$ cat config.mk
export PLATFORM = sky130hd
export DESIGN_NAME = dss_mac_sequencer
export DESIGN_NICKNAME = d
export VERILOG_FILES = /design/src/rtl/dsm_pkg.sv /design/src/rtl/dss_mac.sv /design/src/rtl/dss_mac_sequencer.sv
export SDC_FILE = /design/constraint.sdc
export NUM_CORES = 2
export LEC_CHECK = 0
export ABC_AREA = 1
export BUFFER_PORTS_ARGS = -buffer_cell sky130_fd_sc_hd__buf_2
export CAP_MARGIN = 20
export CORE_MARGIN = 4
export CORE_UTILIZATION = 31
export CTS_BUF_LIST = sky130_fd_sc_hd__clkbuf_4
export CTS_CLUSTER_DIAMETER = 120
export DETAILED_ROUTE_END_ITERATION = 10
export HOLD_SLACK_MARGIN = 0.06
export PLACE_DENSITY_LB_ADDON = 0.12
export SLEW_MARGIN = 25
export SYNTH_ARGS = -nofsm -noshare
export SYNTH_HDL_FRONTEND = slang
export SYNTH_HIERARCHICAL = 1
export SYNTH_SLANG_ARGS = --single-unit
$ cat constraint.sdc
create_clock -name clk -period 12.65 [get_ports clk]
set_clock_uncertainty 0.15 [all_clocks]
set_input_delay 0.6325 -clock clk [delete_from_list [all_inputs] [get_ports clk]]
set_output_delay 0.6325 -clock clk [all_outputs]
set_load 0.02 [all_outputs]
$ cat src/rtl/dsm_pkg.sv
// Shared constants and FSM encoding for the DSS MAC sequencer.
package dsm_pkg;
    localparam int DATA_W    = 20;
    localparam int COEF_W    = 25;
    localparam int DATA_FRAC = 15;
    localparam int COEF_FRAC = 23;
    localparam int ACC_W     = 48;

    // Coefficient address map: A0[k] at ADDR_A0+k, C[k] at ADDR_C+k, D at ADDR_D.
    localparam logic [3:0] ADDR_A0 = 4'd0;
    localparam logic [3:0] ADDR_C  = 4'd4;
    localparam logic [3:0] ADDR_D  = 4'd8;

    typedef enum logic [2:0] {
        ST_IDLE   = 3'd0,
        ST_MAC_X  = 3'd1,
        ST_MAC_Y  = 3'd2,
        ST_MAC_D  = 3'd3,
        ST_UPDATE = 3'd4
    } dsm_state_e;
endpackage

$ cat src/rtl/dss_mac.sv
// Single multiply-accumulate unit: full-width product, 48-bit accumulator,
// result = saturate((acc >>> COEF_FRAC) + bias) to the DATA_W signed range.
// bias lets x0' add u after the shift without a second saturation stage.
module dss_mac
    import dsm_pkg::*;
#(
    parameter int DATA_W = dsm_pkg::DATA_W,
    parameter int COEF_W = dsm_pkg::COEF_W
) (
    input  logic                     clk,
    input  logic                     reset,
    input  logic                     clear,
    input  logic                     enable,
    input  logic signed [COEF_W-1:0] coef,
    input  logic signed [DATA_W-1:0] data,
    input  logic signed [DATA_W-1:0] bias,
    output logic signed [DATA_W-1:0] result
);
    localparam int PROD_W = COEF_W + DATA_W;
    localparam logic signed [ACC_W-1:0] SAT_MAX = (ACC_W'(1) <<< (DATA_W - 1)) - ACC_W'(1);
    localparam logic signed [ACC_W-1:0] SAT_MIN = -(ACC_W'(1) <<< (DATA_W - 1));

    logic signed [PROD_W-1:0] prod;
    logic signed [ACC_W-1:0]  addend;
    logic signed [ACC_W-1:0]  acc;
    logic signed [ACC_W-1:0]  sum;

    assign prod   = coef * data;
    assign addend = ACC_W'(prod);

    // Accumulator: clear+enable starts a new sum with the current product.
    always_ff @(posedge clk) begin
        if (reset)       acc <= '0;
        else if (clear)  acc <= enable ? addend : '0;
        else if (enable) acc <= acc + addend;
    end

    // Scale back to data format, add bias, clamp.
    always_comb begin
        sum = (acc >>> COEF_FRAC) + ACC_W'(bias);
        if (sum > SAT_MAX)      result = SAT_MAX[DATA_W-1:0];
        else if (sum < SAT_MIN) result = SAT_MIN[DATA_W-1:0];
        else                    result = sum[DATA_W-1:0];
    end
endmodule

$ cat src/rtl/dss_mac_sequencer.sv
// DSS sequencer: one shared MAC computes x0' = A0.x + u and y = C.x + D.u,
// then shifts the companion-form state vector. Latency 2*NSTATE+2 cycles.
module dss_mac_sequencer
    import dsm_pkg::*;
#(
    parameter int NSTATE = 4,
    parameter int DATA_W = dsm_pkg::DATA_W,
    parameter int COEF_W = dsm_pkg::COEF_W
) (
    input  logic              clk,
    input  logic              reset,
    input  logic              sample_req,
    input  logic [DATA_W-1:0] u,
    output logic              busy,
    output logic              done,
    output logic [DATA_W-1:0] y,
    output logic              overrun,
    input  logic              cfg_we,
    input  logic [3:0]        cfg_addr,
    input  logic [COEF_W-1:0] cfg_wdata,
    output logic              cfg_err
);
    localparam int              IDX_W = (NSTATE > 1) ? $clog2(NSTATE) : 1;
    localparam logic [IDX_W-1:0] LAST = IDX_W'(NSTATE - 1);
    localparam logic [3:0]      NS4  = 4'(NSTATE);

    dsm_state_e                     state;
    logic [IDX_W-1:0]               idx;
    logic [NSTATE-1:0][COEF_W-1:0]  a0;
    logic [NSTATE-1:0][COEF_W-1:0]  c_coef;
    logic [COEF_W-1:0]              d_coef;
    logic [NSTATE-1:0][DATA_W-1:0]  x;
    logic [DATA_W-1:0]              x0_nxt;
    logic [DATA_W-1:0]              u_q;

    logic [COEF_W-1:0] coef_sel;
    logic [DATA_W-1:0] data_sel;
    logic [DATA_W-1:0] bias_sel;
    logic [DATA_W-1:0] mac_result;
    logic              mac_clear;
    logic              mac_en;
    logic              x0_cap;
    logic [3:0]        c_off;

    assign busy   = (state != ST_IDLE);
    assign c_off  = cfg_addr - ADDR_C;
    // The A0 sum is complete in the first MAC_Y cycle; grab x0' then.
    assign x0_cap = (state == ST_MAC_Y) && (idx == '0);

    // Operand muxing for the shared MAC.
    always_comb begin
        coef_sel  = d_coef;
        data_sel  = u_q;
        bias_sel  = '0;
        mac_clear = 1'b0;
        mac_en    = 1'b0;
        case (state)
            ST_MAC_X: begin
                coef_sel  = a0[idx];
                data_sel  = x[idx];
                mac_clear = (idx == '0);
                mac_en    = 1'b1;
            end
            ST_MAC_Y: begin
                coef_sel  = c_coef[idx];
                data_sel  = x[idx];
                bias_sel  = x0_cap ? u_q : '0;
                mac_clear = (idx == '0);
                mac_en    = 1'b1;
            end
            ST_MAC_D: mac_en = 1'b1;
            default: ;
        endcase
    end

    dss_mac #(.DATA_W(DATA_W), .COEF_W(COEF_W)) u_mac (
        .clk    (clk),
        .reset  (reset),
        .clear  (mac_clear),
        .enable (mac_en),
        .coef   (coef_sel),
        .data   (data_sel),
        .bias   (bias_sel),
        .result (mac_result)
    );

    // Sequencer FSM, state vector, output register and status pulses.
    always_ff @(posedge clk) begin
        if (reset) begin
            state   <= ST_IDLE;
            idx     <= '0;
            u_q     <= '0;
            x0_nxt  <= '0;
            x       <= '0;
            y       <= '0;
            done    <= 1'b0;
            overrun <= 1'b0;
        end else begin
            done    <= 1'b0;
            overrun <= sample_req && busy;
            if (x0_cap) x0_nxt <= mac_result;
            case (state)
                ST_IDLE: if (sample_req) begin
                    u_q   <= u;
                    idx   <= '0;
                    state <= ST_MAC_X;
                end
                ST_MAC_X: begin
                    idx <= (idx == LAST) ? '0 : idx + 1'b1;
                    if (idx == LAST) state <= ST_MAC_Y;
                end
                ST_MAC_Y: begin
                    idx <= (idx == LAST) ? '0 : idx + 1'b1;
                    if (idx == LAST) state <= ST_MAC_D;
                end
                ST_MAC_D: state <= ST_UPDATE;
                ST_UPDATE: begin
                    for (int k = 1; k < NSTATE; k++) x[k] <= x[k-1];
                    x[0]  <= x0_nxt;
                    y     <= mac_result;
                    done  <= 1'b1;
                    state <= ST_IDLE;
                end
                default: state <= ST_IDLE;
            endcase
        end
    end

    // Coefficient writes: only in IDLE and only to mapped addresses.
    always_ff @(posedge clk) begin
        if (reset) begin
            a0      <= '0;
            c_coef  <= '0;
            d_coef  <= '0;
            cfg_err <= 1'b0;
        end else if (cfg_we) begin
            if (busy)
                cfg_err <= 1'b1;
            else if (cfg_addr >= ADDR_A0 && cfg_addr < ADDR_A0 + NS4)
                a0[cfg_addr[IDX_W-1:0]] <= cfg_wdata;
            else if (cfg_addr >= ADDR_C && cfg_addr < ADDR_C + NS4)
                c_coef[c_off[IDX_W-1:0]] <= cfg_wdata;
            else if (cfg_addr == ADDR_D)
                d_coef <= cfg_wdata;
            else
                cfg_err <= 1'b1;
        end
    end
endmodule

## After elaboration in Yosys (flattened, before gate mapping)

Cells that the tools add are included.

| word-level totals | value |
|---|---|
| flip-flop bits (word level) | 421 |
| bits in read-only memories | 0 |
| output and inout port bits | 24 |
| word-level logic and storage cells | 108 |
| memories | 0 |
| memory bits (writable) | 0 |
| latch bits | 0 |

| operators by class | value |
|---|---|
| bitwise gates (word level) | 3 |
| equality and inequality tests | 12 |
| $lt $le $gt $ge | 11 |
| div/mod/pow operators | 0 |
| $mul | 1 |
| shift operators | 0 |
| add/sub/neg operators | 4 |
| muxes and demuxes | 35 |
| reductions and logical operators | 20 |

Operators by type and width:

| kind | count |
|---|---|
| $bwmux 100 | 2 |
| $mux 48 | 3 |
| $mux 20 | 6 |
| $bmux 25 s2 | 2 |
| $demux 25 s2 | 2 |
| $mux 25 | 4 |
| $pmux 25 s2 | 1 |
| $add 48x45->48 | 1 |
| $gt 48x20->1 const B | 1 |
| $lt 48x20->1 const B | 1 |
| $mul 25x20->45 | 1 |
| $bmux 20 s2 | 1 |
| $add 25x20->26 | 1 |
| $pmux 3 s4 | 1 |
| $ne 2x2->1 const B | 5 |
| $lt 2x3->1 const B | 3 |
| $mux 3 | 3 |
| $reduce_and 4->1 | 2 |
| $mux 1 | 7 |
| $eq 3x2->1 const B | 2 |
| $logic_and 1x1->1 | 6 |
| $reduce_and 3->1 | 2 |
| $reduce_and 5->1 | 1 |
| $eq 4x4->1 const B | 1 |
| other kinds (21) | 27 |

## Logic depth before layout (Yosys ltp)

| depth | value |
|---|---|
| depth in word-level cells | 8 |
| depth in mapped cells | 56 |
| mapped depth without buffers | 51 |

## By module

The synthesis kept the hierarchy.

By module, submodules not included:

| module | cells each | area each (um^2) | sequential area each (um^2) | instances |
|---|---|---|---|---|
| dss_mac | 4,033 | 27,279.9 | 960.9 | 1 |
| dss_mac_sequencer | 2,600 | 17,628.2 | 7,467.2 | 1 |

## Worst setup path before layout

OpenSTA, ideal clock, no wires.

| path | value |
|---|---|
| kind | register to register |
| from | register idx[0] |
| to | register u_mac.acc[39] |
| stages on the path, launching flop included | 45 |
| setup slack | 3.854 ns |
| library setup time | 0.109 ns |
| required time | 12.391 ns |
| period minus slack after synthesis | 8.796 ns |
| arrival time | 8.537 ns |
| cells stage by stage | dfxtp_1 > buf_2 > inv_1 > buf_2 > clkbuf_1 > o21ai_0 > nand2_1 > nand2_1 > o21ai_0 > clkbuf_1 > clkbuf_1 > nand2_1 > fa_1 > inv_1 > fa_1 > fa_1 > fa_1 > fa_1 > [9 not listed] > nand3_1 > nand3_1 > nand2_1 > and2_1 > ha_1 > nand2_1 > nor2_1 > inv_1 > nor2_1 > inv_1 > nor3_1 > nand4_1 > nand3_1 > nand2_1 > nand3_1 > nand3_1 > nand2_1 > inv_1 |

| on the way | value |
|---|---|
| word-level cells in the longest chain between the ends | 7 |
| elaborated cells between the ends (all ways) | 16 |

Ends and longest elaborated chain:

| element | line | RTL |
|---|---|---|
| start, declared | dss_mac_sequencer.sv:28 | `logic [IDX_W-1:0] idx;` |
| start signal, assigned | dss_mac_sequencer.sv:109 | `idx <= (idx == LAST) ? '0 : idx + 1'b1;` |
| start signal, assigned | dss_mac_sequencer.sv:113 | `idx <= (idx == LAST) ? '0 : idx + 1'b1;` |
| $bmux 20 s2 (*) | dss_mac_sequencer.sv:60, dss_mac_sequencer.sv:66 |  |
| $mux 20 (implied by the code) (*) | dss_mac_sequencer.sv:60, dss_mac_sequencer.sv:66 |  |
| $mux 20 (*) | -- |  |
| net data_sel[6] | dss_mac_sequencer.sv:37 | `logic [DATA_W-1:0] data_sel;` |
| $mul 25x20->45 (*) | dss_mac.sv:28 | `assign prod = coef * data;` |
| $add 48x45->48 | dss_mac.sv:35 | `else if (enable) acc <= acc + addend;` |
| $mux 48 | dss_mac.sv:35 |  |
| $mux 48 (*) | dss_mac.sv:34 | `else if (clear) acc <= enable ? addend : '0;` |
| end signal, assigned | dss_mac.sv:34 |  |
| end signal, assigned | dss_mac.sv:35 |  |
| end, declared | dss_mac.sv:25 | `logic signed [ACC_W-1:0] acc;` |

The timed path passes the listed nets; every way through them passes the cells marked *. The select of a mux whose other input is x is not followed.
A chain may end at the register's enable or synchronous reset.

## Worst setup path in the final report

| path | value |
|---|---|
| from | register idx[1] |
| to | register u_mac.acc[36] |

| on the way | value |
|---|---|
| word-level cells in the longest chain between the ends | 7 |
| elaborated cells between the ends (all ways) | 16 |

Ends and longest elaborated chain:

| element | line | RTL |
|---|---|---|
| $bmux 25 s2 (on tied branches) | dss_mac_sequencer.sv:65, dss_mac_sequencer.sv:59 |  |
| $mux 25 (on tied branches) | dss_mac_sequencer.sv:65, dss_mac_sequencer.sv:59 |  |
| $pmux 25 s2 (*) | dss_mac_sequencer.sv:57 | `case (state)` |
| net coef_sel[10] | dss_mac_sequencer.sv:36 | `logic [COEF_W-1:0] coef_sel;` |
| $mul 25x20->45 (*) | dss_mac.sv:28 |  |
| $add 48x45->48 | dss_mac.sv:35 |  |
| $mux 48 | dss_mac.sv:35 |  |
| $mux 48 (*) | dss_mac.sv:34 |  |

Marks and branches as above.

==> impl_metrics.ini <==
[routing]
dr.pass1.iters = 6
avgRoutedWirePerCell_um = 18.64
antenna_left = 0
drt_iter0_drc = 2750
via_count = 41570
vias_per_cell = 4.808
detail_route.wirelength_mm = 161.2
drc = 0

[clock_network]
path_clk_slew_ns = 0.06
clock_latency_ns = 1.07
htree_levels = 4
cts_buffer_depth = 3
clockRootBuffer = clkbuf_4
clock_sinks = 421
tritoncts = done
cts_made_buffers = 133
cts.repair.resized = 0

[finish]
syn2layout_area_growth_pct = 8.718
fin_cells = 8645
nets = 7417
final_area_mm2 = 0.04882
drive_gt1_share_pct = 6.623

[floorplan]
start_util_pct = 31.22
rows = 139
die_h_um = 388.6
ioPinCount = 77
core_area_mm2 = 0.1438
die_x_um = 388.6
die-area_mm2 = 0.1510

[global_routing]
busiest_layer = met2
grt_pass1_vias = 41590
grt_use_met2_pct = 34.82
antenna_found_initial = 4
grt_use_met1_pct = 30.62
gr-usage-all-layers_pct = 21.38
met3_usage_pct = 2.344
overflow = 0
grt_pass1_wl_mm = 251.7
grt_max_degree = 193

[outcome]
status = finished clean

[timing]
setup_viol = 0
hold_violations = 0
fin_setup_tns_ns = 0
finalMaxSlewViolations = 0
fmaxAchievable_ghz = 0.08840
slew_headroom_pct = 30.08
period_share_pct = 89.42
rsz0062_at_grt = no
worstMarginPinSlew_ns = 1.041
layout_min_cycle_time_ns = 11.31

[synthesis]
synth_top_area_share_pct = 22.82
postSynthCellCount = 6633
yosysMostFrequentCell = nand2_1
async_flop_share_pct = 0
synth.top_cells.by_count = nand2_1 (1,620), inv_1 (1,162), nor2_1 (885)
seq_area_frac_synth_pct = 18.77
ys_types = 47
ys_top_cells_by_area = fa_1 (23%), dfxtp_1 (19%), nand2_1 (14%)
synthFlopType = dfxtp_1
yosys.area.top_type = fa_1
ys_warn_count = 6
syn_area_mm2 = 0.04491
synth_nets = 7393
synth-seq-cells = 421
syn_avg_cell_area_um2 = 6.770
synth_edf_count = 0

[place]
io_buffers = 76
dp_cells = 8357
dpl_cell_area_mm2 = 0.04651
globalplace.congestion = 0.9529
dp_hpwl_mm = 122.2

[power_and_ir_drop]
peakVddDrop_v = 0.00006880
leakagePower_nw = 25.58
powerDensity_mw_per_mm2 = 109.8

[critical_path]
crit_path_max_incr_delay_ns = 0.64
startpoint_type = flip-flop
worstSetupPathType = reg2reg
crit_path_frequent_cell = nand2_1
critPathArrivalTime_ns = 12.07
reg2reg_slack_ns = 1.34
cp_max_fo = 29
worst_setup_path_end_kind = flip-flop
cp_slowest_cell = o21ai_0
cp.required_ns = 13.40

[run]
drv_cap = 0

[hold_path]
min_path_type = in2reg
-- what timing repair did --
| item | in CTS | in global routing |
|---|---|---|
| endpoints found under the hold margin | 258 | 0 |
| hold buffers | 68 | 0 |
| buffers inserted | 0 | 0 |
-- cell type report --
type / count / area, µm²
fill: 15890 / 95010
timing repair buffer: 235 / 1769
sequential: 421 / 8436
antenna: 8 / 20.02
clock buffer: 184 / 1381
inverter: 1171 / 4409
tap: 1903 / 2381
clock inverter: 28 / 227.7
multi-input combinational: 4695 / 30200
-- power by group --
group / switching, mW / internal [mW]
clock network: 0.674 / 0.729
logic: 1.75 / 0.765
registers: 0.0594 / 1.38
-- metrics by stage --
step           util, %  setup WS (ns)  power (mW)  hold WS, ns
4_1_cts          33.93          1.345       5.457       0.1199
5_1_grt          33.94         0.7856       5.780       0.1475
6_report         33.95          1.338       5.360       0.2730
2_1_floorplan        -          3.854       3.042       0.2797
3_5_place_dp     32.34          1.481       3.974       0.2974
3_3_place_gp     32.34          1.419       4.000       0.2924
-- critical path: cells and delay by family, from the launching register on --
family	cells	cell delay [ns]
adder cells (fa/ha/maj)	9	4.36
AND/OR/NAND/NOR	18	2.86
buffers and inverters	11	1.78
AO/OA/AOI/OAI	5	1.32
flip-flops	1	0.59
-- cells by family after synthesis --
family,Yosys count,synth area share (%)
AO/OA/AOI/OAI,804,9.370
buffers and inverters,1517,14.26
adder cells (fa/ha/maj),707,28.26
AND/OR/NAND/NOR,3134,28.37
flip-flops,421,18.77
XOR/XNOR,50,0.9751
-- placed cells by master (no fill, tap or decap), types with 4 or more instances in the layout --
cell,n
o21ai_2,19
ha_1,195
nand2_1,1619
xor2_1,22
buf_2,76
inv_2,6
clkinv_1,14
dlygate4sd3_1,68
inv_6,4
or2_2,22
o21ai_1,34
clkbuf_4,184
diode_2,8
dfxtp_1,419
a21oi_1,400
o211ai_1,12
a21o_1,11
inv_1,1161
buf_4,89
fa_1,512
nand3_1,496
nor2_1,880
xnor2_1,28
nor4_1,7
nand4_1,41
nand2_2,5
clkinv_2,4
nor3_1,19
nor2_4,9
a31oi_1,15
and2_1,21
o21ai_0,275
o21bai_1,28
-- path summary, 6_finish.rpt --
path | start | endpoint | depth (start not counted)
worst min-delay path | cfg_wdata[2] | d_coef[2] | 4
worst min register to register | x0_nxt[16] | x[16] | 2
worst max register to register | idx[1] | u_mac/acc[36] | 43
worst max-delay path | idx[1] | u_mac/acc[36] | 43
-- sequential cells by signal (all words and copies together) (netlist names), 2 cells and up --
| register | flops |
|---|---|
| u_mac/acc | 48 |
| u_q | 20 |
| d_coef | 25 |
| y | 20 |
| x | 80 |
| a0 | 100 |
| idx | 2 |
| state | 3 |
| c_coef | 100 |
| x0_nxt | 20 |
-- metal layers --
layer  up-vias  wire, µm
met2       900     73670
met1     20180     78040
met3       183      6639
met4         0      2810
li1      20310         -
met5         -         0
(Power assumes the default switching activity.)
